`src/rtl/seq_divider_pkg.sv`:
```
// rtl/seq_divider_pkg.sv - shared execute-stage constants and divider state encoding
package seq_divider_pkg;

  localparam int DEFAULT_WIDTH = 32;

  localparam logic [1:0] S_IDLE = 2'd0;
  localparam logic [1:0] S_BUSY = 2'd1;
  localparam logic [1:0] S_DONE = 2'd2;

  typedef enum logic [1:0] {
    ST_IDLE = S_IDLE,
    ST_BUSY = S_BUSY,
    ST_DONE = S_DONE
  } state_t;

endpackage

```
`src/rtl/seq_divider_if.sv`:
```
// rtl/seq_divider_if.sv - start/ready/done handshake and operand/result bundle
interface seq_divider_if import seq_divider_pkg::*; #(
  parameter int WIDTH = DEFAULT_WIDTH
);
  logic             start;
  logic             d_signed;
  logic [WIDTH-1:0] src_a;
  logic [WIDTH-1:0] src_b;
  logic             ready;
  logic             done;
  logic             div_by_zero;
  logic [WIDTH-1:0] quotient;
  logic [WIDTH-1:0] remainder;

  modport master (
    output start, d_signed, src_a, src_b,
    input  ready, done, div_by_zero, quotient, remainder
  );

  modport slave (
    input  start, d_signed, src_a, src_b,
    output ready, done, div_by_zero, quotient, remainder
  );
endinterface

```
`src/rtl/seq_divider_div_step.sv`:
```
// rtl/seq_divider_div_step.sv - one restoring division step on magnitudes
module seq_divider_div_step import seq_divider_pkg::*; #(
  parameter int WIDTH = DEFAULT_WIDTH
) (
  input  logic [WIDTH:0]   rem,
  input  logic [WIDTH-1:0] quo,
  input  logic [WIDTH-1:0] divisor,
  output logic [WIDTH:0]   rem_next,
  output logic [WIDTH-1:0] quo_next
);
  logic [WIDTH+1:0] shifted;
  logic [WIDTH:0]   trial;
  logic             borrow;

  always_comb begin
    shifted  = {rem, quo[WIDTH-1]};
    borrow   = shifted < {2'b00, divisor};
    trial    = shifted[WIDTH:0] - {1'b0, divisor};
    rem_next = borrow ? shifted[WIDTH:0] : trial;
    quo_next = {quo[WIDTH-2:0], ~borrow};
  end
endmodule

```
`src/rtl/seq_divider.sv`:
```
// rtl/seq_divider.sv - iterative restoring divider for div/divu, one quotient bit per clock
module seq_divider import seq_divider_pkg::*; #(
  parameter int WIDTH = DEFAULT_WIDTH
) (
  input logic          clk,
  input logic          reset,
  seq_divider_if.slave bus
);
  localparam int CW = $clog2(WIDTH);

  state_t           state, state_next;
  logic [WIDTH:0]   rem_q, rem_step;
  logic [WIDTH-1:0] quo_q, quo_step, divisor_q;
  logic [CW-1:0]    counter;
  logic             sign_q, sign_r;
  logic [WIDTH-1:0] quotient_q, remainder_q;
  logic             dbz_q;

  logic             accept, zero_div, a_neg, b_neg, last_step;
  logic [WIDTH-1:0] mag_a, mag_b, quo_fixed, rem_fixed;

  always_comb begin
    accept    = bus.start && (state != ST_BUSY);
    zero_div  = (bus.src_b == '0);
    a_neg     = bus.d_signed && bus.src_a[WIDTH-1];
    b_neg     = bus.d_signed && bus.src_b[WIDTH-1];
    mag_a     = a_neg ? (~bus.src_a + WIDTH'(1)) : bus.src_a;
    mag_b     = b_neg ? (~bus.src_b + WIDTH'(1)) : bus.src_b;
    last_step = (state == ST_BUSY) && (counter == '0);
    // Sign fix-up on the final step so results register at the same edge
    quo_fixed = sign_q ? (~quo_step + WIDTH'(1)) : quo_step;
    rem_fixed = sign_r ? (~rem_step[WIDTH-1:0] + WIDTH'(1)) : rem_step[WIDTH-1:0];
  end

  seq_divider_div_step #(.WIDTH(WIDTH)) u_step (
    .rem      (rem_q),
    .quo      (quo_q),
    .divisor  (divisor_q),
    .rem_next (rem_step),
    .quo_next (quo_step)
  );

  always_ff @(posedge clk) begin
    if (reset) state <= ST_IDLE;
    else       state <= state_next;
  end

  always_comb begin
    state_next = state;
    bus.ready  = 1'b1;
    bus.done   = 1'b0;
    case (state)
      ST_IDLE: begin
        if (accept) state_next = zero_div ? ST_DONE : ST_BUSY;
      end
      ST_BUSY: begin
        bus.ready = 1'b0;
        if (last_step) state_next = ST_DONE;
      end
      ST_DONE: begin
        bus.done   = 1'b1;
        state_next = accept ? (zero_div ? ST_DONE : ST_BUSY) : ST_IDLE;
      end
      default: state_next = ST_IDLE;
    endcase
  end

  always_ff @(posedge clk) begin
    if (reset) begin
      rem_q       <= '0;
      quo_q       <= '0;
      divisor_q   <= '0;
      counter     <= '0;
      sign_q      <= 1'b0;
      sign_r      <= 1'b0;
      quotient_q  <= '0;
      remainder_q <= '0;
      dbz_q       <= 1'b0;
    end else if (accept) begin
      if (zero_div) begin
        quotient_q  <= '1;
        remainder_q <= bus.src_a;
        dbz_q       <= 1'b1;
      end else begin
        rem_q     <= '0;
        quo_q     <= mag_a;
        divisor_q <= mag_b;
        counter   <= CW'(WIDTH - 1);
        sign_q    <= a_neg ^ b_neg;
        sign_r    <= a_neg;
        dbz_q     <= 1'b0;
      end
    end else if (state == ST_BUSY) begin
      rem_q   <= rem_step;
      quo_q   <= quo_step;
      counter <= counter - CW'(1);
      if (last_step) begin
        quotient_q  <= quo_fixed;
        remainder_q <= rem_fixed;
      end
    end
  end

  assign bus.quotient    = quotient_q;
  assign bus.remainder   = remainder_q;
  assign bus.div_by_zero = dbz_q;
endmodule

```
`src/flat_wrapper.sv`:
```
// flat-port wrapper written by rule: the top's interface ports become plain ports
module seq_divider_flat import seq_divider_pkg::*;
#(
  parameter int WIDTH = DEFAULT_WIDTH
)
  (clk, reset, bus_start, bus_d_signed, bus_src_a, bus_src_b, bus_ready, bus_done, bus_div_by_zero, bus_quotient, bus_remainder);
  seq_divider_if #(.WIDTH(WIDTH)) bus_i ();
  input logic clk;
  input logic reset;
  input wire logic [$bits(bus_i.start)-1:0] bus_start;
  input wire logic [$bits(bus_i.d_signed)-1:0] bus_d_signed;
  input wire logic [$bits(bus_i.src_a)-1:0] bus_src_a;
  input wire logic [$bits(bus_i.src_b)-1:0] bus_src_b;
  output wire logic [$bits(bus_i.ready)-1:0] bus_ready;
  output wire logic [$bits(bus_i.done)-1:0] bus_done;
  output wire logic [$bits(bus_i.div_by_zero)-1:0] bus_div_by_zero;
  output wire logic [$bits(bus_i.quotient)-1:0] bus_quotient;
  output wire logic [$bits(bus_i.remainder)-1:0] bus_remainder;
  assign bus_i.start = bus_start;
  assign bus_i.d_signed = bus_d_signed;
  assign bus_i.src_a = bus_src_a;
  assign bus_i.src_b = bus_src_b;
  assign bus_ready = bus_i.ready;
  assign bus_done = bus_i.done;
  assign bus_div_by_zero = bus_i.div_by_zero;
  assign bus_quotient = bus_i.quotient;
  assign bus_remainder = bus_i.remainder;
  seq_divider #(.WIDTH(WIDTH)) u_core (.clk(clk), .reset(reset), .bus(bus_i));
endmodule
```
`config.mk`:
```
export PLATFORM = sky130hd
export DESIGN_NAME = seq_divider_flat
export DESIGN_NICKNAME = d
export VERILOG_FILES = /design/src/rtl/seq_divider_pkg.sv /design/src/rtl/seq_divider_if.sv /design/src/rtl/seq_divider_div_step.sv /design/src/rtl/seq_divider.sv /design/src/flat_wrapper.sv
export SDC_FILE = /design/constraint.sdc
export NUM_CORES = 1
export LEC_CHECK = 0
export CORE_MARGIN = 2
export CORE_UTILIZATION = 55
export CTS_BUF_LIST = sky130_fd_sc_hd__clkbuf_8
export CTS_CLUSTER_DIAMETER = 120
export DETAILED_ROUTE_END_ITERATION = 8
export HOLD_SLACK_MARGIN = 0.05
export PLACE_DENSITY = 0.75
export SYNTH_ARGS = -nofsm -noshare
export SYNTH_HDL_FRONTEND = slang
export SYNTH_SLANG_ARGS = --single-unit
```
`constraint.sdc`:
```
create_clock -name clk -period 5.9 [get_ports clk]
set_input_delay 0.59 -clock clk [delete_from_list [all_inputs] [get_ports clk]]
set_output_delay 0.59 -clock clk [all_outputs]
set_load 0.05 [all_outputs]
```
==> reports/results.tsv <==
metric	value	unit
status	completed	
grt_max_degree	96	
setup.worst_path.start	u_core.quo_q[31]	
r2r-start	u_core.quo_q[31]	
max_cap_viol_count	0	
postSynthAreaPerCell	7.489	µm²
min_period	5.204	ns
total_power	4487	µW
netlist_instances	1602	
clk-insertion-delay-late	0.50	ns
postCtsResizedCells	0	
critPathArrivalTime	5.61	ns
final.setup.tns	0	ns
reg2reg_depth	15	
ys_warn_count	0	
skew	0.02191	ns
dp.cells	1928	
crit_path_top_delay_cell	or4_1	
htreeDepth	4	
synth_edf_count	0	
avgRoutedWirePerCell	19.46	µm
fill_cells	2004	
drt-pass1-iter-count	6	
drc	0	
maxSlewHeadroom	0.2186	
fin_crit_sh	0.8820	
final_antenna_net_count	0	
crit_end	u_core.bus.remainder[31]	
tightestPinTransition	1.171	ns
hp-start	u_core.divisor_q[31]	
io_pins	135	
setup_viol	0	
drt_iter0_drc	1252	
start_kind	register	
crit_cells	15	
crit_chain	inv_1 -> ha_1 -> fa_1 -> nand2b_1 -> a211oi_2 -> o211a_1 -> o21ai_4 -> nand2_4 -> inv_1 -> o41a_1 -> or4_4 -> or4_1 -> o311a_1 -> or3_1 -> a211oi_2	
cts_inserted_buffers	17	
clock_power_share	0.191	
globalRouteTotalUtil	0.3285	
swShare	0.4621	
syn_to_final_growth	15.32	%
rrSetupSlack	0.70	ns
antenna_found_initial	2	
synth_seq_area_share	0.2853	
initial_core_util	0.5549	
grt_pass1_wl	58.64	mm
ys_types	77	
die_w	151.7	µm
synth_area	0.01200	mm²
vias	12340	
internal_power	2414	µW
synth_nets	1709	
async_reset_ff_frac	0	
synth-main-ff-cell	dfxtp_1	
via_per_inst	6.291	
fp-row-count	54	
p_sw	2073	µW
critPathRequiredTime	6.31	ns
endpoint_kind	register	
root_buffer	clkbuf_8	
io_buffers	134	
cts.sinks	171	
synth_seq_cells	171	
dieArea	0.02301	mm²
hold_class	reg -> reg	
hold_viol_final	0	
hold_buffers	0	
dpl.hpwl	28.66	mm
p_per_area	324.3	mW/mm²
grt_pass1_vias	10830	
path_class	reg -> reg	
wirelength	38.17	mm
instances_no_fill	1961	
drive_gt1_frac	0.05417	
vdd_ir_drop_max	0.1983	mV
critPathMaxFanout	24	
rsz0062_at_grt	no	
most-common-layout-cells	nor2_1, dfxtp_1, nand2_1	
cts_tree	yes	
clock_path_buffers	2	
clock.fmax	192.2	MHz
fin_nets	1774	
critPathMaxStageDelay	0.62	ns
power_frac_seq	0.298	
die_y	151.7	µm
grt-ovfl-total	0	
p_leak	0.005074	µW
final_common_cell	nor2_1	
fp.coreArea	0.02162	mm²
place_congestion	0.9485	
cp_num_buf_inv	2	
post-cts-setup-buffers	0	
critPathTopFamily	simple AND/OR/NAND/NOR gates	
clk_pin_slew	0.10	ns
r2r_end	u_core.bus.remainder[31]	
slew_violations	0	
combPwrFrac	0.511	
synth_stat cells (28+ instances only):
master | n | share of area
clkbuf_1 | 77 | 0.024
ha_1 | 38 | 0.040
dfxtp_1 | 171 | 0.29
o31ai_1 | 28 | 0.018
nor2_1 | 253 | 0.079
inv_1 | 55 | 0.017
nor3_1 | 34 | 0.014
a211oi_1 | 96 | 0.060
a21oi_1 | 123 | 0.051
xor2_1 | 81 | 0.059
nand2_1 | 138 | 0.043
xnor2_1 | 47 | 0.034
o21ai_0 | 70 | 0.029
layout make-up:
type                       count  area [µm²]  area share
antenna                        1       2.502   0.0001809
tap                          280       350.3     0.02532
inverter                      55       206.4     0.01492
clock inverter                14       153.9     0.01112
sequential                   171        3423      0.2474
clock buffer                  18       247.7     0.01791
timing repair buffer         151        1479      0.1069
multi-input combinational   1271        7973      0.5762
per-stage QoR:
stage | setup WS, ns | instance area, µm² | util | hold WS (ns)
4_1_cts | 0.7538 | 13830 | 0.6398 | 0.4660
6_report | 0.6960 | 13840 | 0.6399 | 0.4629
3_3_place_gp | 0.9224 | 13430 | 0.6212 | 0.4423
3_5_place_dp | 0.7987 | 13430 | 0.6212 | 0.4535
5_1_grt | 0.4228 | 13830 | 0.6398 | 0.4778
2_1_floorplan | 0.7275 | 12000 | - | 0.4319
routing by layer:
metal | global-route usage | vias up | wire length, µm
li1 | - | 5966 | -
met1 | 0.4541 | 5770 | 16760
met2 | 0.5088 | 528 | 17130
met3 | 0.07844 | 70 | 3339
met4 | 0.09769 | 2 | 924
met5 | 0 | - | 9
worst min-delay path by stage:
stage          depth (start not counted)              endpoint  slack, ns
2_1_floorplan                          2  u_core.divisor_q[28]       0.43
3_3_place_gp                           2  u_core.divisor_q[31]       0.44
3_5_place_dp                           2  u_core.divisor_q[31]       0.45
4_1_cts                                2  u_core.divisor_q[31]       0.47
5_1_grt                                2      u_core.quo_q[10]       0.48
6_report                               2  u_core.divisor_q[31]       0.46
cells by family after synthesis:
logic type / count (synthesis) / synth area share
simple gates: 586 / 0.2241
compound gates: 499 / 0.2846
flops: 171 / 0.2853
buf+inv: 160 / 0.05423
xor+xnor: 128 / 0.09344
fa+ha+maj: 39 / 0.04130
mux: 19 / 0.01700
power by group through the flow:
stage	registers (µW)	clock network [µW]	logic, µW
floorplan	1400	0	1610
global placement	1360	0	2220
detailed placement	1360	0	2230
finish	1340	857	2290
global route	1350	912	2490
CTS	1330	866	2250
worst register-to-register path, delay by kind of cell, from the launching register on:
| kind | cells | cell delay [ns] |
|---|---|---|
| compound gates | 6 | 1.82 |
| fa+ha+maj | 2 | 0.62 |
| buf+inv | 2 | 0.36 |
| flops | 1 | 0.36 |
| simple gates | 5 | 1.96 |
registers in the layout, indices dropped and copies added, names as in the netlist:
| register | flops |
|---|---|
| u_core.bus.div_by_zero | 1 |
| u_core.bus.quotient | 32 |
| u_core.bus.remainder | 32 |
| u_core.counter | 5 |
| u_core.divisor_q | 32 |
| u_core.quo_q | 32 |
| u_core.rem_q | 33 |
| u_core.sign_q | 1 |
| u_core.sign_r | 1 |
| u_core.state | 2 |
(Power assumes the default switching activity.)
